==> config.mk <==
export PLATFORM = sky130hd
export DESIGN_NAME = mc_state_seq
export DESIGN_NICKNAME = d
export VERILOG_FILES = /design/src/rtl/mc_pkg.sv /design/src/rtl/mc_next_state.sv /design/src/rtl/mc_state_seq.sv
export SDC_FILE = /design/constraint.sdc
export NUM_CORES = 1
export LEC_CHECK = 0
export ABC_AREA = 1
export ABC_CLOCK_PERIOD_IN_PS = 1400
export BUFFER_PORTS_ARGS = -buffer_cell sky130_fd_sc_hd__buf_2
export CAP_MARGIN = 10
export CORE_MARGIN = 2
export CORE_UTILIZATION = 53
export DETAILED_ROUTE_END_ITERATION = 12
export PLACE_DENSITY = 0.77
export SLEW_MARGIN = 20
export SYNTH_ARGS = -nofsm -noshare
export SYNTH_HDL_FRONTEND = slang
export SYNTH_SLANG_ARGS = --single-unit
==> constraint.sdc <==
create_clock -name clk -period 1.4 [get_ports clk]
set_input_delay 0.28 -clock clk [delete_from_list [all_inputs] [get_ports clk]]
set_output_delay 0.28 -clock clk [all_outputs]
set_load 0.02 [all_outputs]
==> src/rtl/mc_pkg.sv <==
// Shared multicycle-processor constants: control-state codes and the opcodes
// recognised by the control-state sequencer, decoder bench and datapath control.
package mc_pkg;

    typedef enum logic [3:0] {
        S_FETCH     = 4'd0,
        S_DECODE    = 4'd1,
        S_MEM_ADDR  = 4'd2,
        S_MEM_READ  = 4'd3,
        S_MEM_WB    = 4'd4,
        S_MEM_WRITE = 4'd5,
        S_EXEC      = 4'd6,
        S_ALU_WB    = 4'd7,
        S_BRANCH    = 4'd8,
        S_JUMP      = 4'd9,
        S_ADDI_EX   = 4'd10,
        S_ADDI_WB   = 4'd11,
        S_ERR       = 4'd14,
        S_HALT      = 4'd15
    } state_t;

    localparam int         OPC_W    = 6;
    localparam logic [5:0] OP_RTYPE = 6'b000000;
    localparam logic [5:0] OP_LW    = 6'b100011;
    localparam logic [5:0] OP_SW    = 6'b101011;
    localparam logic [5:0] OP_BEQ   = 6'b000100;
    localparam logic [5:0] OP_J     = 6'b000010;
    localparam logic [5:0] OP_ADDI  = 6'b001000;
    localparam logic [5:0] OP_HALT  = 6'b111111;

endpackage

==> src/rtl/mc_next_state.sv <==
// Combinational next-state and instruction-retire logic for the multicycle
// control-state sequencer; holds no state of its own.
module mc_next_state
    import mc_pkg::*;
#(
    parameter int OP_W = 6
) (
    input  logic [3:0]      i_state,
    input  logic [OP_W-1:0] i_opcode,
    input  logic [OP_W-1:0] i_latched_op,
    input  logic            i_mem_ready,
    output logic [3:0]      o_next,
    output logic            o_instr_done
);

    localparam logic [OP_W-1:0] L_RTYPE = OP_W'(OP_RTYPE);
    localparam logic [OP_W-1:0] L_LW    = OP_W'(OP_LW);
    localparam logic [OP_W-1:0] L_SW    = OP_W'(OP_SW);
    localparam logic [OP_W-1:0] L_BEQ   = OP_W'(OP_BEQ);
    localparam logic [OP_W-1:0] L_J     = OP_W'(OP_J);
    localparam logic [OP_W-1:0] L_ADDI  = OP_W'(OP_ADDI);
    localparam logic [OP_W-1:0] L_HALT  = OP_W'(OP_HALT);

    always_comb begin
        o_next       = S_FETCH;
        o_instr_done = 1'b0;
        case (i_state)
            S_FETCH:     o_next = i_mem_ready ? S_DECODE : S_FETCH;
            S_DECODE: begin
                if (i_opcode == L_RTYPE)                         o_next = S_EXEC;
                else if (i_opcode == L_LW || i_opcode == L_SW)   o_next = S_MEM_ADDR;
                else if (i_opcode == L_BEQ)                      o_next = S_BRANCH;
                else if (i_opcode == L_J)                        o_next = S_JUMP;
                else if (i_opcode == L_ADDI)                     o_next = S_ADDI_EX;
                else if (i_opcode == L_HALT)                     o_next = S_HALT;
                else                                             o_next = S_ERR;
            end
            // Only LW/SW reach MEM_ADDR, so the latched copy is trusted here.
            S_MEM_ADDR: begin
                if (i_latched_op == L_LW)      o_next = S_MEM_READ;
                else if (i_latched_op == L_SW) o_next = S_MEM_WRITE;
                else                           o_next = S_ERR;
            end
            S_MEM_READ:  o_next = i_mem_ready ? S_MEM_WB : S_MEM_READ;
            S_MEM_WRITE: begin
                o_next       = i_mem_ready ? S_FETCH : S_MEM_WRITE;
                o_instr_done = i_mem_ready;
            end
            S_MEM_WB, S_ALU_WB, S_BRANCH, S_JUMP, S_ADDI_WB: begin
                o_next       = S_FETCH;
                o_instr_done = 1'b1;
            end
            S_EXEC:      o_next = S_ALU_WB;
            S_ADDI_EX:   o_next = S_ADDI_WB;
            S_ERR:       o_next = S_ERR;
            S_HALT:      o_next = S_HALT;
            default:     o_next = S_FETCH;
        endcase
    end

endmodule

==> src/rtl/mc_state_seq.sv <==
// Multicycle control-state sequencer feeding the mux16 state decoder.
// Define MC_SEQ_PERF_CNT_EN to add the cyc_cnt/instr_cnt performance counters.
module mc_state_seq
    import mc_pkg::*;
#(
    parameter int OP_W = 6
) (
    input  logic            clk,
    input  logic            rst_n,
    input  logic            en,
    input  logic [OP_W-1:0] opcode,
    input  logic            mem_ready,
    output logic [3:0]      state,
    output logic            instr_done,
    output logic            halted,
    output logic            err
`ifdef MC_SEQ_PERF_CNT_EN
    ,
    output logic [31:0]     cyc_cnt,
    output logic [31:0]     instr_cnt
`endif
);

    logic [3:0]      r_state;
    logic [OP_W-1:0] r_opcode;
    logic            r_instr_done;
    logic            r_halted;
    logic            r_err;
    logic [3:0]      w_next;
    logic            w_instr_done;

    mc_next_state #(
        .OP_W (OP_W)
    ) u_next_state (
        .i_state      (r_state),
        .i_opcode     (opcode),
        .i_latched_op (r_opcode),
        .i_mem_ready  (mem_ready),
        .o_next       (w_next),
        .o_instr_done (w_instr_done)
    );

    // Status flags are derived from the next state so they rise with it.
    always_ff @(posedge clk or negedge rst_n) begin
        if (!rst_n) begin
            r_state      <= S_FETCH;
            r_opcode     <= '0;
            r_instr_done <= 1'b0;
            r_halted     <= 1'b0;
            r_err        <= 1'b0;
        end else if (en) begin
            r_state      <= w_next;
            r_instr_done <= w_instr_done;
            r_halted     <= (w_next == S_HALT);
            r_err        <= (w_next == S_ERR);
            if (r_state == S_DECODE) begin
                r_opcode <= opcode;
            end
        end
    end

    assign state      = r_state;
    assign instr_done = r_instr_done;
    assign halted     = r_halted;
    assign err        = r_err;

`ifdef MC_SEQ_PERF_CNT_EN
    logic [31:0] r_cyc_cnt;
    logic [31:0] r_instr_cnt;

    always_ff @(posedge clk or negedge rst_n) begin
        if (!rst_n) begin
            r_cyc_cnt   <= '0;
            r_instr_cnt <= '0;
        end else if (en) begin
            if (r_state != S_HALT && r_state != S_ERR) begin
                r_cyc_cnt <= r_cyc_cnt + 32'd1;
            end
            if (w_instr_done) begin
                r_instr_cnt <= r_instr_cnt + 32'd1;
            end
        end
    end

    assign cyc_cnt   = r_cyc_cnt;
    assign instr_cnt = r_instr_cnt;
`endif

endmodule

### Yosys cells after proc, flatten, opt, wreduce, memory -nomap -nowiden

Index checks and enable logic that the tools add are counted.

| word-level totals | value |
|---|---|
| register bits | 13 |
| input port bits | 10 |
| output and inout port bits | 7 |

| operators by class | value |
|---|---|
| equal/unequal tests | 23 |
| mux-type cells | 13 |
| reduce and logical (&&, ||, !) cells | 5 |

Operators by type and width:

| cell | number |
|---|---|
| $pmux 4 s9 | 1 |
| $eq 4x4->1 const B | 8 |
| $eq 6x6->1 const B | 5 |
| $mux 4 | 7 |
| $eq 4x3->1 const B | 4 |
| $eq 4x2->1 const B | 2 |
| $eq 6x2->1 const B | 1 |
| $eq 6x3->1 const B | 1 |
| $eq 6x4->1 const B | 1 |
| $logic_not 6->1 | 1 |
| $mux 3 | 2 |
| $reduce_or 5->1 | 1 |
| $eq 4x1->1 const B | 1 |
| $logic_not 4->1 | 1 |
| $mux 1 | 2 |
| $pmux 1 s2 | 1 |
| $reduce_and 2->1 | 1 |
| $logic_or 1x1->1 | 1 |

### Logic depth before layout (Yosys ltp)

| depth | value |
|---|---|
| depth after elaboration | 9 |
| mapped depth | 11 |
| gate-level depth less buffers | 11 |

### Modules after synthesis

Synthesis repeated with hierarchy kept, for this count alone.

| unflattened totals | value |
|---|---|
| cells, all modules | 144 |
| area, all modules | 954.7 sq um |

Modules (own cells, without submodules):

| module | times used | cells each | area each (sq um) |
|---|---|---|---|
| mc_state_seq | 1 | 54 | 574.3 |
| mc_next_state | 1 | 90 | 380.4 |

### Least setup slack after synthesis

OpenSTA, ideal clock, no wires.

| timing | value |
|---|---|
| path type | reg-to-reg |
| start | register r_state[1], in the netlist state[1] |
| end | register r_opcode[0] |
| library setup time | 0.127 ns |
| arrival | 1.260 ns |
| path slack | 0.013 ns |
| stages on the path, launching flop included | 6 |
| path buffers | 0 |
| clock period less this slack | 1.387 ns |
| path through | dfrtp_1 -> inv_1 -> nand2_2 -> nor2_4 -> nand2_4 -> mux2_1 |

| between the ends | value |
|---|---|
| longest elaborated chain between the ends | 2 |

RTL lines:

| what | line | RTL |
|---|---|---|
| start, declared | mc_state_seq.sv:24 | `logic [3:0] r_state;` |
| start signal, assigned | mc_state_seq.sv:52 | `r_state <= w_next;` |
| $eq 4x1->1 | mc_state_seq.sv:56 | `if (r_state == S_DECODE) begin` |
| $reduce_and 2->1 (no line) | -- |  |
| end signal, assigned | mc_state_seq.sv:57 | `r_opcode <= opcode;` |
| end, declared | mc_state_seq.sv:25 | `logic [OP_W-1:0] r_opcode;` |

No other way between the ends.
A chain may end at the register's enable or synchronous reset.

### Worst setup path after layout

| timing | value |
|---|---|
| start | register r_state[0], in the netlist state[0] |
| end | register r_halted, in the netlist halted |

| between the ends | value |
|---|---|
| longest elaborated chain between the ends | 3 |
| elaborated cells between the ends (all ways) | 11 |

RTL lines:

| what | line | RTL |
|---|---|---|
| $eq 4x4->1, or another cell as far along | mc_next_state.sv:27 | `case (i_state)` |
| $pmux 4 s9 * | mc_next_state.sv:27 |  |
| $eq 4x4->1 * | mc_state_seq.sv:54 | `r_halted <= (w_next == S_HALT);` |
| end signal, assigned | mc_state_seq.sv:54 |  |
| end, declared | mc_state_seq.sv:27 | `logic r_halted;` |

Every way passes the cells marked *; elsewhere a longest branch is shown, timed or not.

==> tab_implementation.tex <==
\begin{tabular}{lr}
\hline
Metric & Value \\
\hline
\multicolumn{2}{l}{\textbf{GRT}} \\
Global-route wire length before repair & 3550 um \\
Vias in the first global route & 847 \\
Pin count of the biggest net entering global routing & 14 \\
Antenna violations before repair & 0 \\
Congestion Overflow GR & 0 \\
GRT Resource Usage Total & 24.4\% \\
\multicolumn{2}{l}{\textbf{Worst setup path}} \\
Cell repeated most along the worst path & nand2\_1 \\
Delay contributed by the slowest stage of the critical path & 0.45 ns \\
Reg-to-reg startpoint & state[0] \\
Endpoint kind of the worst setup timing path & register \\
Critical path launch point & state[0] \\
Nature of the critical path startpoint & register \\
Worst Path Class, Setup & reg -> reg \\
Library cell contributing the largest single delay on the critical path & dfrtp\_2 \\
Largest driver fanout on the critical path & 6 \\
Critical path data arrival time & 1.62 ns \\
Ordered list of cells on the worst path & buf\_4, nand2\_4, nor2\_2, nand2\_2, nand2\_1, nor2\_2, nand2\_1, nor2\_2, nor2\_1, nand2\_1, nand2\_1 \\
CP required & 1.58 ns \\
\multicolumn{2}{l}{\textbf{Power}} \\
Post-route total power & 1.95 mW \\
Static Leak & 0.625 nW \\
Worst supply voltage drop on vdd & 1070 uV \\
Sequential cell fraction of total power & 34.2\% \\
Relative contribution of the clock network to total power & 12.6\% \\
Power density of the placed cells & 1740 mW/mm\^{}2 \\
Comb pwr share & 53.2\% \\
Internal Dissipation & 1.05 mW \\
Net switching power figure & 0.904 mW \\
Proportion of total power due to net switching & 46.3\% \\
\multicolumn{2}{l}{\textbf{Placed design}} \\
\# port buffers & 16 \\
\# placed instances & 173 \\
Placement Cell Area & 0.00101 sq mm \\
Setup slack at placement & -0.0298 ns \\
GPL Wtd Cong & 0.922 \\
Final HPWL from detailed placement & 1630 um \\
\multicolumn{2}{l}{\textbf{Synthesis}} \\
Average cell area after synthesis & 6.41 sq um \\
Number of warning messages in the yosys log & 0 \\
Register area share after synthesis & 36.0\% \\
Summed instance area of the synthesized netlist & 903 sq um \\
Post-synthesis register bit count & 13 \\
Distinct cell type count of the synthesized netlist & 18 \\
Post-Syn Nets & 151 \\
Number of cells produced by synthesis & 141 \\
\multicolumn{2}{l}{\textbf{Timing}} \\
Max-slew headroom & 79.0\% \\
Period Utilization, post-route & 103\% \\
Sum Neg Setup Slack & -0.0509 ns \\
RSZ-0062 raised after global routing & yes \\
Worst slack on hold paths & 0.267 ns \\
Final critical-path required period & 1.44 ns \\
Actual transition at the worst max-transition pin & 0.316 ns \\
Finish-stage setup viols & 2 \\
Fin Clk Skew & 0.00196 ns \\
Total count of max-transition violations in the final report & 0 \\
Final Hold Violating Endpoints & 0 \\
Max Freq & 0.694 GHz \\
Final worst-path setup slack & -0.0417 ns \\
\multicolumn{2}{l}{\textbf{Final layout}} \\
Number of inserted diodes & 0 \\
Final layout net count & 177 \\
Multi-input combinational cell area & 542 sq um \\
Sequential cell area & 329 sq um \\
Number of non-filler instances in the completed layout & 182 \\
Share of the core filled with cells & 72.2\% \\
Filler cell count & 137 \\
Layout overhead on the synthesized area & 24.7\% \\
Final standard cell area without fillers & 0.00113 sq mm \\
Share of final-layout standard cells stronger than drive strength 1 & 33.1\% \\
Most frequent standard cell in the layout excluding fill and tap cells & nand2\_1 \\
Highest-count cells in the layout ignoring fill and taps & 34 x nand2\_1, 25 x nor2\_1, 15 x buf\_2, 14 x inv\_1, 14 x nand3\_1 \\
\multicolumn{2}{l}{\textbf{Clock tree}} \\
TritonCTS buffer count & 3 \\
Maximum clock path buffer count & 2 \\
TritonCTS clock tree & yes \\
Clock-pin transition on the worst setup and hold timing paths & 0.09 ns \\
CTS root buffer & clkbuf\_4 \\
Total number of clock tree sinks & 13 \\
Worst-Skew Late Latency & 0.28 ns \\
Max H-tree Level & 1 \\
\multicolumn{2}{l}{\textbf{Floorplan}} \\
Std cell rows & 14 \\
Total core area & 0.00156 sq mm \\
Vertical die dimension & 45.3 um \\
Die Area & 0.00205 sq mm \\
I/O pins & 17 \\
Die outline width & 45.3 um \\
Initial standard-cell utilization of the core & 57.9\% \\
\multicolumn{2}{l}{\textbf{Route}} \\
Post-detailed-route count of antenna-violating nets & 0 \\
DRC violations left & 0 \\
Initial DRT Pass Iterations & 4 \\
Number of vias in the routed layout & 952 \\
Total Routed Length & 2190 um \\
Routed WL per cell & 12.0 um \\
Average via count per standard cell & 5.23 \\
Number of violations reported at the end of detailed-routing iteration 0 & 27 \\
\multicolumn{2}{l}{\textbf{Outcome}} \\
Outcome & finished with violations \\
Failing checks & negative setup slack \\
\multicolumn{2}{l}{\textbf{Job}} \\
Max-capacitance violation count & 0 \\
\multicolumn{2}{l}{\textbf{Worst hold path}} \\
Classification of the worst-slack hold path & in -> reg \\
Startpoint of the most critical hold path & opcode[4] \\
\hline
\end{tabular}
flip-flops by register name, summed over array words and instances (netlist names):
| register | flops |
|---|---|
| r_opcode | 6 |
| halted | 1 |
| state | 4 |
| err | 1 |
| instr_done | 1 |
path summary, 6_finish.rpt:
path                               end  slack [ns]  cells past startpoint
min                        r_opcode[4]        0.27                      2
max reg2reg                     halted       -0.04                     11
max in group asynchronous     state[3]        0.71                      2
max                             halted       -0.04                     11
min in group asynchronous  r_opcode[4]        0.43                      2
min reg2reg                        err        0.49                      2
power groups by stage:
| stage | combinational (mW) | clock [mW] | sequential [mW] |
|---|---|---|---|
| 2_1_floorplan | 0.564 | 0 | 0.711 |
| 3_5_place_dp | 0.853 | 0 | 0.656 |
| 6_report | 1.04 | 0.246 | 0.668 |
| 4_1_cts | 0.864 | 0.246 | 0.655 |
| 3_3_place_gp | 0.850 | 0 | 0.650 |
| 5_1_grt | 1.16 | 0.258 | 0.693 |
routing by layer:
metal  track usage [%]  wire length, um  part of all wire [%]
met1              31.7              983                    45
met2              39.4             1040                    48
met3              2.80               88                   4.0
met4              13.5               70                   3.2
met5                 0                0                     0
kinds of logic (layout without fill, tap and decap cells):
logic type             count (synthesis)  after routing  share of synthesized area [%]
and+or+nand+nor                       91             91                           44.2
buffers and inverters                 20             45                           8.45
AOI/OAI and AO/OA                     15             15                           8.86
DFF                                   13             13                           36.0
muxes                                  2              2                           2.49
critical path, delay by kind of cell (launching register included):
family	cells	cell delay [ns]
flops	1	0.45
buf+inv	1	0.16
simple gates	10	0.74
cell usage after synthesis (all sizes together):
cell	instances	area, sq um
buf	1	5.00
nand2	41	171
nand3	16	85.1
dfrtp	13	325
a31oi	1	6.26
nor2	34	143
o21ai	9	45.0
inv	19	71.3
a21oi	5	28.8
mux2	2	22.5
repair_timing:
action | 4_1_cts | 5_1_grt
endpoints found under the hold margin | 13 | 0
gates resized for setup | 4 | 17
hold buffers | 1 | 0
pin swaps | 1 | 8
endpoints found under the setup margin | 3 | 8
setup buffers | 0 | 4
area by class of cell:
cell class / instances / area share [%]
inverter: 19 / 6.56
tap: 16 / 1.78
timing repair buffer: 22 / 11.9
clock buffer: 3 / 2.00
clock inverter: 1 / 0.444
sequential: 13 / 29.2
multi-input combinational: 108 / 48.1
Note: power is estimated with default switching activity, not from simulation.
